**src/rtl/fwd_hazard_sched.sv**
```systemverilog
`default_nettype none
// ============================================================================
// Module  : fwd_hazard_sched
// Purpose : Shadow-pipeline forwarding select and load-use stall generator.
// Revision: 1.0
// ============================================================================
module fwd_hazard_sched #(
  parameter int AW         = 5,
  parameter int DEPTH      = 3,
  parameter int LOAD_READY = 3,
  parameter int CNT_W      = 16,
  parameter int SEL_W      = $clog2(DEPTH + 1)
) (
  input  logic             clk,
  input  logic             reset,
  input  logic             pipe_en,
  input  logic             flush,
  input  logic             id_valid,
  input  logic [AW-1:0]    id_rs,
  input  logic [AW-1:0]    id_rt,
  input  logic             id_use_rs,
  input  logic             id_use_rt,
  input  logic [AW-1:0]    id_dst,
  input  logic             id_regwrite,
  input  logic             id_memread,
  output logic             id_stall,
  output logic [SEL_W-1:0] ex_fwd_a,
  output logic [SEL_W-1:0] ex_fwd_b,
  output logic [CNT_W-1:0] stall_count
);

  // Shadow entry per stage; index 1 is EX.
  logic          r_valid [1:DEPTH];
  logic [AW-1:0] r_dst   [1:DEPTH];
  logic          r_rw    [1:DEPTH];
  logic          r_ld    [1:DEPTH];

  logic [SEL_W-1:0] r_fwd_a;
  logic [SEL_W-1:0] r_fwd_b;
  logic [CNT_W-1:0] r_cnt;

  logic [SEL_W-1:0] w_sel_a;
  logic [SEL_W-1:0] w_sel_b;
  logic             w_haz_a;
  logic             w_haz_b;
  logic             w_accept;

  // Scan oldest-to-youngest so the youngest (smallest s) match overrides.
  always_comb begin
    w_sel_a = '0;
    w_sel_b = '0;
    w_haz_a = 1'b0;
    w_haz_b = 1'b0;
    for (int s = DEPTH - 1; s >= 1; s--) begin
      if (id_valid && id_use_rs && r_valid[s] && r_rw[s] &&
          r_dst[s] == id_rs && id_rs != '0) begin
        w_sel_a = SEL_W'(s + 1);
        w_haz_a = r_ld[s] && ((s + 1) < LOAD_READY);
      end
      if (id_valid && id_use_rt && r_valid[s] && r_rw[s] &&
          r_dst[s] == id_rt && id_rt != '0) begin
        w_sel_b = SEL_W'(s + 1);
        w_haz_b = r_ld[s] && ((s + 1) < LOAD_READY);
      end
    end
  end

  assign id_stall = (w_haz_a || w_haz_b) && !flush;
  assign w_accept = !id_stall && !flush;

  always_ff @(posedge clk or posedge reset) begin
    if (reset) begin
      for (int s = 1; s <= DEPTH; s++) begin
        r_valid[s] <= 1'b0;
        r_dst[s]   <= '0;
        r_rw[s]    <= 1'b0;
        r_ld[s]    <= 1'b0;
      end
      r_fwd_a <= '0;
      r_fwd_b <= '0;
      r_cnt   <= '0;
    end else if (pipe_en) begin
      for (int s = DEPTH; s >= 2; s--) begin
        r_valid[s] <= r_valid[s-1];
        r_dst[s]   <= r_dst[s-1];
        r_rw[s]    <= r_rw[s-1];
        r_ld[s]    <= r_ld[s-1];
      end
      r_valid[1] <= w_accept && id_valid;
      r_dst[1]   <= id_dst;
      r_rw[1]    <= id_regwrite;
      r_ld[1]    <= id_memread;
      r_fwd_a    <= w_accept ? w_sel_a : '0;
      r_fwd_b    <= w_accept ? w_sel_b : '0;
      if (id_stall && r_cnt != '1) begin
        r_cnt <= r_cnt + CNT_W'(1);
      end
    end
  end

  assign ex_fwd_a    = r_fwd_a;
  assign ex_fwd_b    = r_fwd_b;
  assign stall_count = r_cnt;

endmodule
`default_nettype wire

```
**config.mk**
```make
export PLATFORM = sky130hd
export DESIGN_NAME = fwd_hazard_sched
export DESIGN_NICKNAME = d
export VERILOG_FILES = /design/src/rtl/fwd_hazard_sched.sv
export SDC_FILE = /design/constraint.sdc
export NUM_CORES = 1
export LEC_CHECK = 0
export ABC_AREA = 1
export BUFFER_PORTS_ARGS = -buffer_cell sky130_fd_sc_hd__buf_4
export CAP_MARGIN = 20
export CORE_MARGIN = 3
export CORE_UTILIZATION = 55
export CTS_CLUSTER_DIAMETER = 120
export CTS_CLUSTER_SIZE = 8
export DETAILED_ROUTE_END_ITERATION = 6
export PLACE_DENSITY = 0.8
export SLEW_MARGIN = 30
export SYNTH_ARGS = -nofsm -noshare
export SYNTH_HDL_FRONTEND = slang
export SYNTH_SLANG_ARGS = --single-unit
```
**constraint.sdc**
```tcl
create_clock -name clk -period 1.8 [get_ports clk]
set_input_delay 0.36 -clock clk [delete_from_list [all_inputs] [get_ports clk]]
set_output_delay 0.36 -clock clk [all_outputs]
set_load 0.005 [all_outputs]
```
Word level (Yosys, flattened, before mapping)
Index checks and enable logic that the tools add are counted.
Widths: inputs -> output; s select.
- bits in registers: 35
- output and inout port bits: 21
- word-level logic and storage cells: 52
- $add $sub $neg: 1
- equal/unequal tests: 5
- mux-type cells: 8
- reductions and logical operators: 28
- operators by type and width (operator ; count):
    $logic_and 1x1->1 ; 22
    $eq 5x5->1 ; 4
    $add 16x1->16 const B ; 1
    $ne 16x16->1 const B ; 1
    $mux 2 ; 6
    $reduce_bool 5->1 ; 2
    $logic_not 1->1 ; 2
    $mux 1 ; 2
    $reduce_and 2->1 ; 1
    $logic_or 1x1->1 ; 1

Depth between registers and ports, before layout
Gate-level depths: netlist of run 1.
- depth after elaboration: 11
- depth in mapped cells: 12
- depth with buffers taken out: 11

Worst setup path after synthesis of run 1
OpenSTA, ideal clock, no wires.
- path kind: register to register
- start: reg r_cnt[0], in the netlist stall_count[0]
- end: reg r_cnt[0], in the netlist stall_count[0]
- data arrival time: 1.480 ns
- path slack: 0.199 ns
- stages on the path, launching flop included: 11
- buffers on the path: 1
- clock period less this slack: 1.601 ns
- path through: dfrtp_1 ha_1 nand3_1 inv_1 nand3_1 nor2_1 nand2_1 nand4_2 buf_2 o21bai_1 nand2_1
- word-level cells in the longest chain between the ends: 3
- RTL lines (element ; RTL line ; text):
    from (decl) ; 40 ; logic [CNT_W-1:0] r_cnt;
    from (signal assigned) ; 96 ; r_cnt <= r_cnt + CNT_W'(1);
    branches (longest 3 deep; another with $add 16x1->16) ; n/a ;
Parallel ways; which one is timed is not known.
A chain may end at the register's enable or synchronous reset.

Worst setup path in the final report of run 1
- start: reg r_dst[11] (netlist bit)
- end: out id_stall
- word-level cells in the longest chain between the ends: 6
- RTL lines (element ; RTL line ; text):
    from (decl) ; 34 ; logic [AW-1:0] r_dst [1:DEPTH];
    from (signal, indexed assignment) ; 85 ; r_dst[s] <= r_dst[s-1];
    $eq 5x5->1, on equally long branches ; 56, 61 ;
    $logic_and 1x1->1, on equally long branches ; 55, 60 ;
    $logic_and 1x1->1, on equally long branches ; 56, 61 ;
    $mux 1, on equally long branches ; 55, 60 ;
    $logic_or 1x1->1 * ; 68 ; assign id_stall = (w_haz_a || w_haz_b) && !flush;
    $logic_and 1x1->1 * ; 68 ;
    to (decl) ; 26 ; output logic id_stall,
Every way passes the cells marked *; elsewhere a longest branch is shown, timed or not.

==> impl_metrics.csv, run 1 <==
group,metric,value,unit
timing,fmax,537.7,MHz
critical_path,cp.buffers_inverters,3,
clock_tree,htreeDepth,2,
finish,syn_to_final_growth,30.18,%
timing,worst_slack,-0.05967,ns
routing,route.detailed.drc,0,
critical_path,criticalPathCategory,"register to primary output",
finish,layoutNonFillerInstCount,422,
critical_path,crit_arrival,1.50,ns
global_route,grt.busiest_layer,"met2",
critical_path,required,1.44,ns
place,io_buffers,44,
clock_tree,numCtsBuffers,5,
pwr,clockPowerShare,0.363,
pwr,power_frac_seq,0.491,
global_route,grt_use_met3,0.04493,
timing,tns,-0.05967,ns
die,die_h,69.39,um
die,start_util,0.5859,
timing,rsz0062_at_grt,"true",
critical_path,path_common_cell,"inv_2",
synth,yosysWarnings,0,
global_route,grt.overflow.total,0,
place,dp.cells,406,
critical_path,critical_path.slowest_cell,"dfrtp_1",
pwr,intPower,1280,uW
timing,setup_viol_count_final,1,
timing,hold_slack,0.1630,ns
routing,firstDrtPassIters,4,
status,violations,"negative setup slack",
routing,drt_iter0_drc,117,
routing,routed_wirelength,5.503,mm
clock_tree,cts_buffer_depth,2,
clock_tree,cts_root_buffer,"clkbuf_8",
finish,antenna_cells,0,
timing,worstMarginPinSlew,0.4528,ns
synth,synthesis.area,0.002210,mm^2
timing,fin_crit,1.860,ns
synth,ys_seq_area_frac,0.3964,
finish,drive_gt1_frac,0.2326,
synth,avgSynthCellArea,7.082,um^2
pwr,sw_frac_of_total,0.2657,
status,outcome,"finished, violations left",
die,die_w,69.39,um
routing,wl_per_cell,13.04,um
finish,fillerInstances,294,
pwr,ir_drop,581.6,uV
global_route,grt_max_degree,36,
timing,skew,0.007890,ns
global_route,grt_pass1_wl,9.321,mm
die,core-area,0.003771,mm^2
finish,fin_nets,398,
place,gp_congestion,0.8234,
flow_run,cap_violations,0,
timing,slew_headroom,0.6953,
clock_tree,cts_tree,"yes",
global_route,grt_util_met1,0.2827,
critical_path,cpPeakStageDelay,0.44,ns
timing,period_share,1.033,
pwr,power_density,606.2,mW/mm^2
synth,synth_nets,337,
clock_tree,clk_latency,0.30,ns
clock_tree,clkTransAtPathRegs,0.07,ns
critical_path,worstPathCellList,"inv_2 > a21oi_1 > nand2_1 > nor2_1 > nand2_2 > nand2_4 > nand3_4 > inv_2 > buf_6",
die,dieArea,0.004814,mm^2
worst_hold_path,hold_class,"input pin to async pin",
die,rows,22,
critical_path,crit_family,"flip-flops",
global_route,first_global_vias,2169,
place,hpwl,3.948,mm
critical_path,worst-path-max-fanout,4,
finish,fin_util,0.7628,
clock_tree,clock-sinks,35,
critical_path,start_kind,"register",
die,top_level_ports,45,
timing,hold_viol,0,
global_route,antenna_found_initial,0,
pwr,p_leak,0.001549,uW
routing,vias_per_cell,5.107,
synth,synth-seq-cells,35,
critical_path,critPathCaptureType,"primary output",
clock_tree,hold_buffers,0,
synth,synthesis.instances,312,
pwr,combPwrFrac,0.145,
global_route,use_met2,0.4174,
routing,ant_nets,0,
routing,via_count,2155,
global_route,grtUsageTotal,0.2375,
pwr,p_switching,463.4,uW
timing,report.final.slew_viol_count,0,
synth,ys_types,24,
-- state kept, by name, indices dropped and copies added (netlist names) --
register     cells
ex_fwd_a         2
ex_fwd_b         2
r_dst           10
r_ld             1
r_rw             2
r_valid          2
stall_count     16
-- path summary, 6_finish.rpt --
check,startpoint,slack (ns),endpoint,cells past startpoint
worst max-delay path,r_dst[11],-0.06,id_stall,9
worst min-delay path,reset,0.16,stall_count[3],3
worst max register to register,r_dst[11],0.05,stall_count[13],12
worst min register to register,ex_fwd_a[1],0.49,ex_fwd_a[1],2
max in group asynchronous,reset,1.32,r_rw[2],3
min in group clk,id_dst[0],0.26,r_dst[10],3
-- layer usage --
| layer | part of all wire | wire [um] | vias up |
|---|---|---|---|
| met2 | 0.50 | 2759 | 53 |
| met1 | 0.43 | 2362 | 1006 |
| li1 | - | - | 1089 |
| met5 | 0 | 0 | - |
| met4 | 0.017 | 95 | 0 |
| met3 | 0.052 | 286 | 7 |
-- power by group through the flow --
| stage | logic, uW | clock network [uW] | registers [uW] |
|---|---|---|---|
| 2_1_floorplan | 149 | 0 | 862 |
| 3_3_place_gp | 236 | 0 | 868 |
| 3_5_place_dp | 240 | 0 | 870 |
| 4_1_cts | 250 | 649 | 854 |
| 5_1_grt | 285 | 683 | 860 |
| 6_report | 254 | 634 | 857 |
-- cell usage in the layout (no fill, tap or decap), drive strengths merged --
master	n
nand3	26
dfrtp	35
nor4	2
o21ai	14
nand2	86
a21oi	6
o211ai	1
ha	1
xnor2	11
nor3	7
inv	55
o21bai	18
buf	61
nor2	31
xor2	6
nand4	5
clkbuf	9
-- kinds of logic after synthesis --
group | count (synthesis) | share of synthesized area
AO/OA/AOI/OAI | 39 | 0.1099
XOR/XNOR | 17 | 0.06738
adder cells (fa/ha/maj) | 1 | 0.005662
buffers and inverters | 63 | 0.1110
flip-flops | 35 | 0.3964
AND/OR/NAND/NOR | 157 | 0.3097
-- synth_stat cells --
master    count  area share
inv_2         3      0.0051
clkbuf_1      6       0.010
nand2_2       1      0.0028
xnor2_1      11       0.044
buf_6         1      0.0051
nor3_1        7       0.016
nand4_2       1      0.0057
o21bai_1     18       0.061
xor2_1        6       0.024
a21oi_1       6       0.014
nand3_1      25       0.057
nor2_4        1      0.0051
o21ai_0      14       0.032
buf_2         1      0.0023
nor4_1        2      0.0057
nand4_1       4       0.011
dfrtp_1      35        0.40
nor2_1       30       0.051
inv_1        52       0.088
nand3_4       1      0.0079
nand2_4       1      0.0051
nand2_1      84        0.14
ha_1          1      0.0057
o211ai_1      1      0.0034
-- through the flow --
step	setup slack, ns	total power [uW]	instance area [um^2]
after floorplan	0.1988	1010	2210
after global placement	0.07884	1104	2649
after detailed placement	0.03780	1110	2649
after CTS	-0.05070	1753	2804
after global routing	-0.1969	1828	2877
final	-0.05967	1744	2877
-- final cells by class --
cell class                      instances  area (um^2)  area share
Multi-Input combinational cell        214         1122      0.3902
Sequential cell                        35        875.8      0.3045
Timing Repair Buffer                   62        511.7      0.1779
Inverter                               55        206.4     0.07177
Clock buffer                            8        100.1     0.03480
Tap cell                               48        60.06     0.02088
-- worst min-delay path: cells and delay by family --
kind,cells,cell delay (ns)
buf+inv,3,0.53
-- what timing repair did --
| action | in CTS | in global routing |
|---|---|---|
| resized for setup | 5 | 6 |
| setup buffers | 6 | 2 |
| endpoints found under the setup margin | 1 | 17 |
| cloned | 0 | 1 |
| pin swaps | 6 | 7 |
Note: power is estimated with default switching activity, not from simulation.
==> run 2, diff against run 1 <==
- CTS_BUF_LIST: unset -> sky130_fd_sc_hd__clkbuf_4 sky130_fd_sc_hd__clkbuf_8 sky130_fd_sc_hd__clkbuf_16
==> run 2 against run 1 <==
Against the previous run:
- the run still ends with negative setup slack left
- worst setup slack hardly changed
- clock power rose by 2%
- hold slack about the same
- critical path type unchanged
- largest power group unchanged
- first-iteration DRC count shrank 0.85%
- die area did not move
- total power up 0.87%
- via count rose by 0.42%
- largest cell class unchanged
- clock-buffer cell count unchanged
- flip-flop and latch count unchanged
- sequential power about the same
- non-clock buffer count unchanged
==> impl_metrics.csv, run 2 (synthesized netlist as in run 1, its figures left out) <==
group,metric,value,unit
clock_tree,numCtsBuffers,5,
pwr,power_density,610.7,mW/mm^2
global_route,first_global_vias,2169,
place,dp.cells,406,
die,dieArea,0.004814,mm^2
pwr,p_leak,0.001553,uW
routing,routed_wirelength,5.510,mm
die,start_util,0.5859,
routing,ant_nets,0,
critical_path,crit_arrival,1.50,ns
timing,fin_crit,1.860,ns
die,rows,22,
status,violations,"negative setup slack",
worst_hold_path,hold_class,"input pin to async pin",
clock_tree,cts_root_buffer,"clkbuf_8",
pwr,ir_drop,581.7,uV
clock_tree,clkTransAtPathRegs,0.07,ns
critical_path,r2r-end,"stall_count[13]",
timing,hold_viol,0,
clock_tree,clock-sinks,35,
critical_path,worstReg2RegStart,"r_dst[11]",
timing,period_share,1.033,
routing,via_count,2164,
routing,wl_per_cell,13.06,um
critical_path,regToRegSetupSlack,0.05,ns
routing,route.detailed.drc,0,
die,core-area,0.003771,mm^2
clock_tree,clk_latency,0.30,ns
place,io_buffers,44,
routing,drt_iter0_drc,116,
timing,rsz0062_at_grt,"true",
finish,layoutNonFillerInstCount,422,
critical_path,required,1.44,ns
global_route,grt_max_degree,36,
finish,syn_to_final_growth,30.35,%
critical_path,reg2reg_depth,12,
status,outcome,"finished, violations left",
critical_path,critPathCaptureType,"primary output",
finish,final_common_cell,"nand2_1",
finish,fin_nets,398,
place,hpwl,3.948,mm
clock_tree,cts_tree,"yes",
clock_tree,hold_buffers,0,
routing,firstDrtPassIters,4,
die,die_w,69.39,um
clock_tree,htreeDepth,2,
critical_path,criticalPathCategory,"register to primary output",
place,gp_congestion,0.8234,
finish,largest_reg_flops,16,
timing,report.final.slew_viol_count,0,
timing,setup_viol_count_final,1,
routing,vias_per_cell,5.128,
finish,antenna_cells,0,
flow_run,cap_violations,0,
critical_path,worst-path-max-fanout,4,
global_route,grtUsageTotal,0.2375,
timing,worstMarginPinSlew,0.4528,ns
global_route,antenna_found_initial,0,
timing,slew_headroom,0.6953,
die,top_level_ports,45,
finish,drive_gt1_frac,0.2353,
clock_tree,cts_buffer_depth,2,
critical_path,start_kind,"register",
timing,hold_slack,0.1631,ns
finish,final_cell_mix,"nand2_1, buf_4, inv_1",
global_route,grt_pass1_wl,9.321,mm
die,die_h,69.39,um
global_route,grt.overflow.total,0,
timing,skew,0.007890,ns
timing,worst_slack,-0.05961,ns
timing,fmax,537.7,MHz
## run 2: what timing repair did
item                       4_1_cts  5_1_grt
hold endpoints to repair         0        0
pin swaps                        6        7
gates resized for setup          5        6
setup buffers                    6        2
setup endpoints to repair        1       17
cloned                           0        1
## run 2: critical path, stage by stage, from the launching register on
cell and delay [ns]:
dfrtp_1 0.44, inv_2 0.08, a21oi_1 0.12, nand2_1 0.06, nor2_1 0.12, nand2_2 0.09
nand2_4 0.08, nand3_4 0.06, inv_2 0.06, buf_6 0.08
## run 2: worst max-delay path by stage
stage | startpoint | slack (ns) | end | cells past startpoint
4_1_cts | r_dst[12] | -0.05 | id_stall | 8
2_1_floorplan | stall_count[0] | 0.20 | stall_count[0] | 10
6_report | r_dst[11] | -0.06 | id_stall | 9
3_5_place_dp | id_valid | 0.04 | stall_count[14] | 11
5_1_grt | r_dst[11] | -0.20 | id_stall | 8
3_3_place_gp | id_valid | 0.08 | stall_count[1] | 11
## run 2: cell type report
class	count	area (um^2)
timing repair buffer	62	511.7
clock buffer	8	103.9
fill	292	890.9
multi-input combinational	214	1122
sequential	35	875.8
tap	48	60.06
inverter	55	206.4
## run 2: stage by stage
step,setup WS (ns),TNS (ns),util,area [um^2],total power [uW]
after floorplan,0.1988,0,-,2210,1010
after global placement,0.07884,0,0.7024,2649,1104
after detailed placement,0.03780,0,0.7024,2649,1110
after CTS,-0.05070,-0.05070,0.7445,2808,1768
after global routing,-0.1969,-1.585,0.7638,2880,1844
final,-0.05961,-0.05961,0.7638,2880,1759
## run 2: where the power goes
part	total [uW]	switching, uW	leakage (uW)	internal (uW)
sequential	857	36.7	0.000382	820
combinational	254	142	0.00112	111
clock	649	285	0.0000549	364
## run 2: layer usage
layer / global-route usage / share of wire / vias up
met3: 0.04493 / 0.054 / 7
met5: 0 / 0 / -
met2: 0.4174 / 0.50 / 58
li1: - / - / 1089
met1: 0.2827 / 0.43 / 1010
met4: 0.09761 / 0.017 / 0
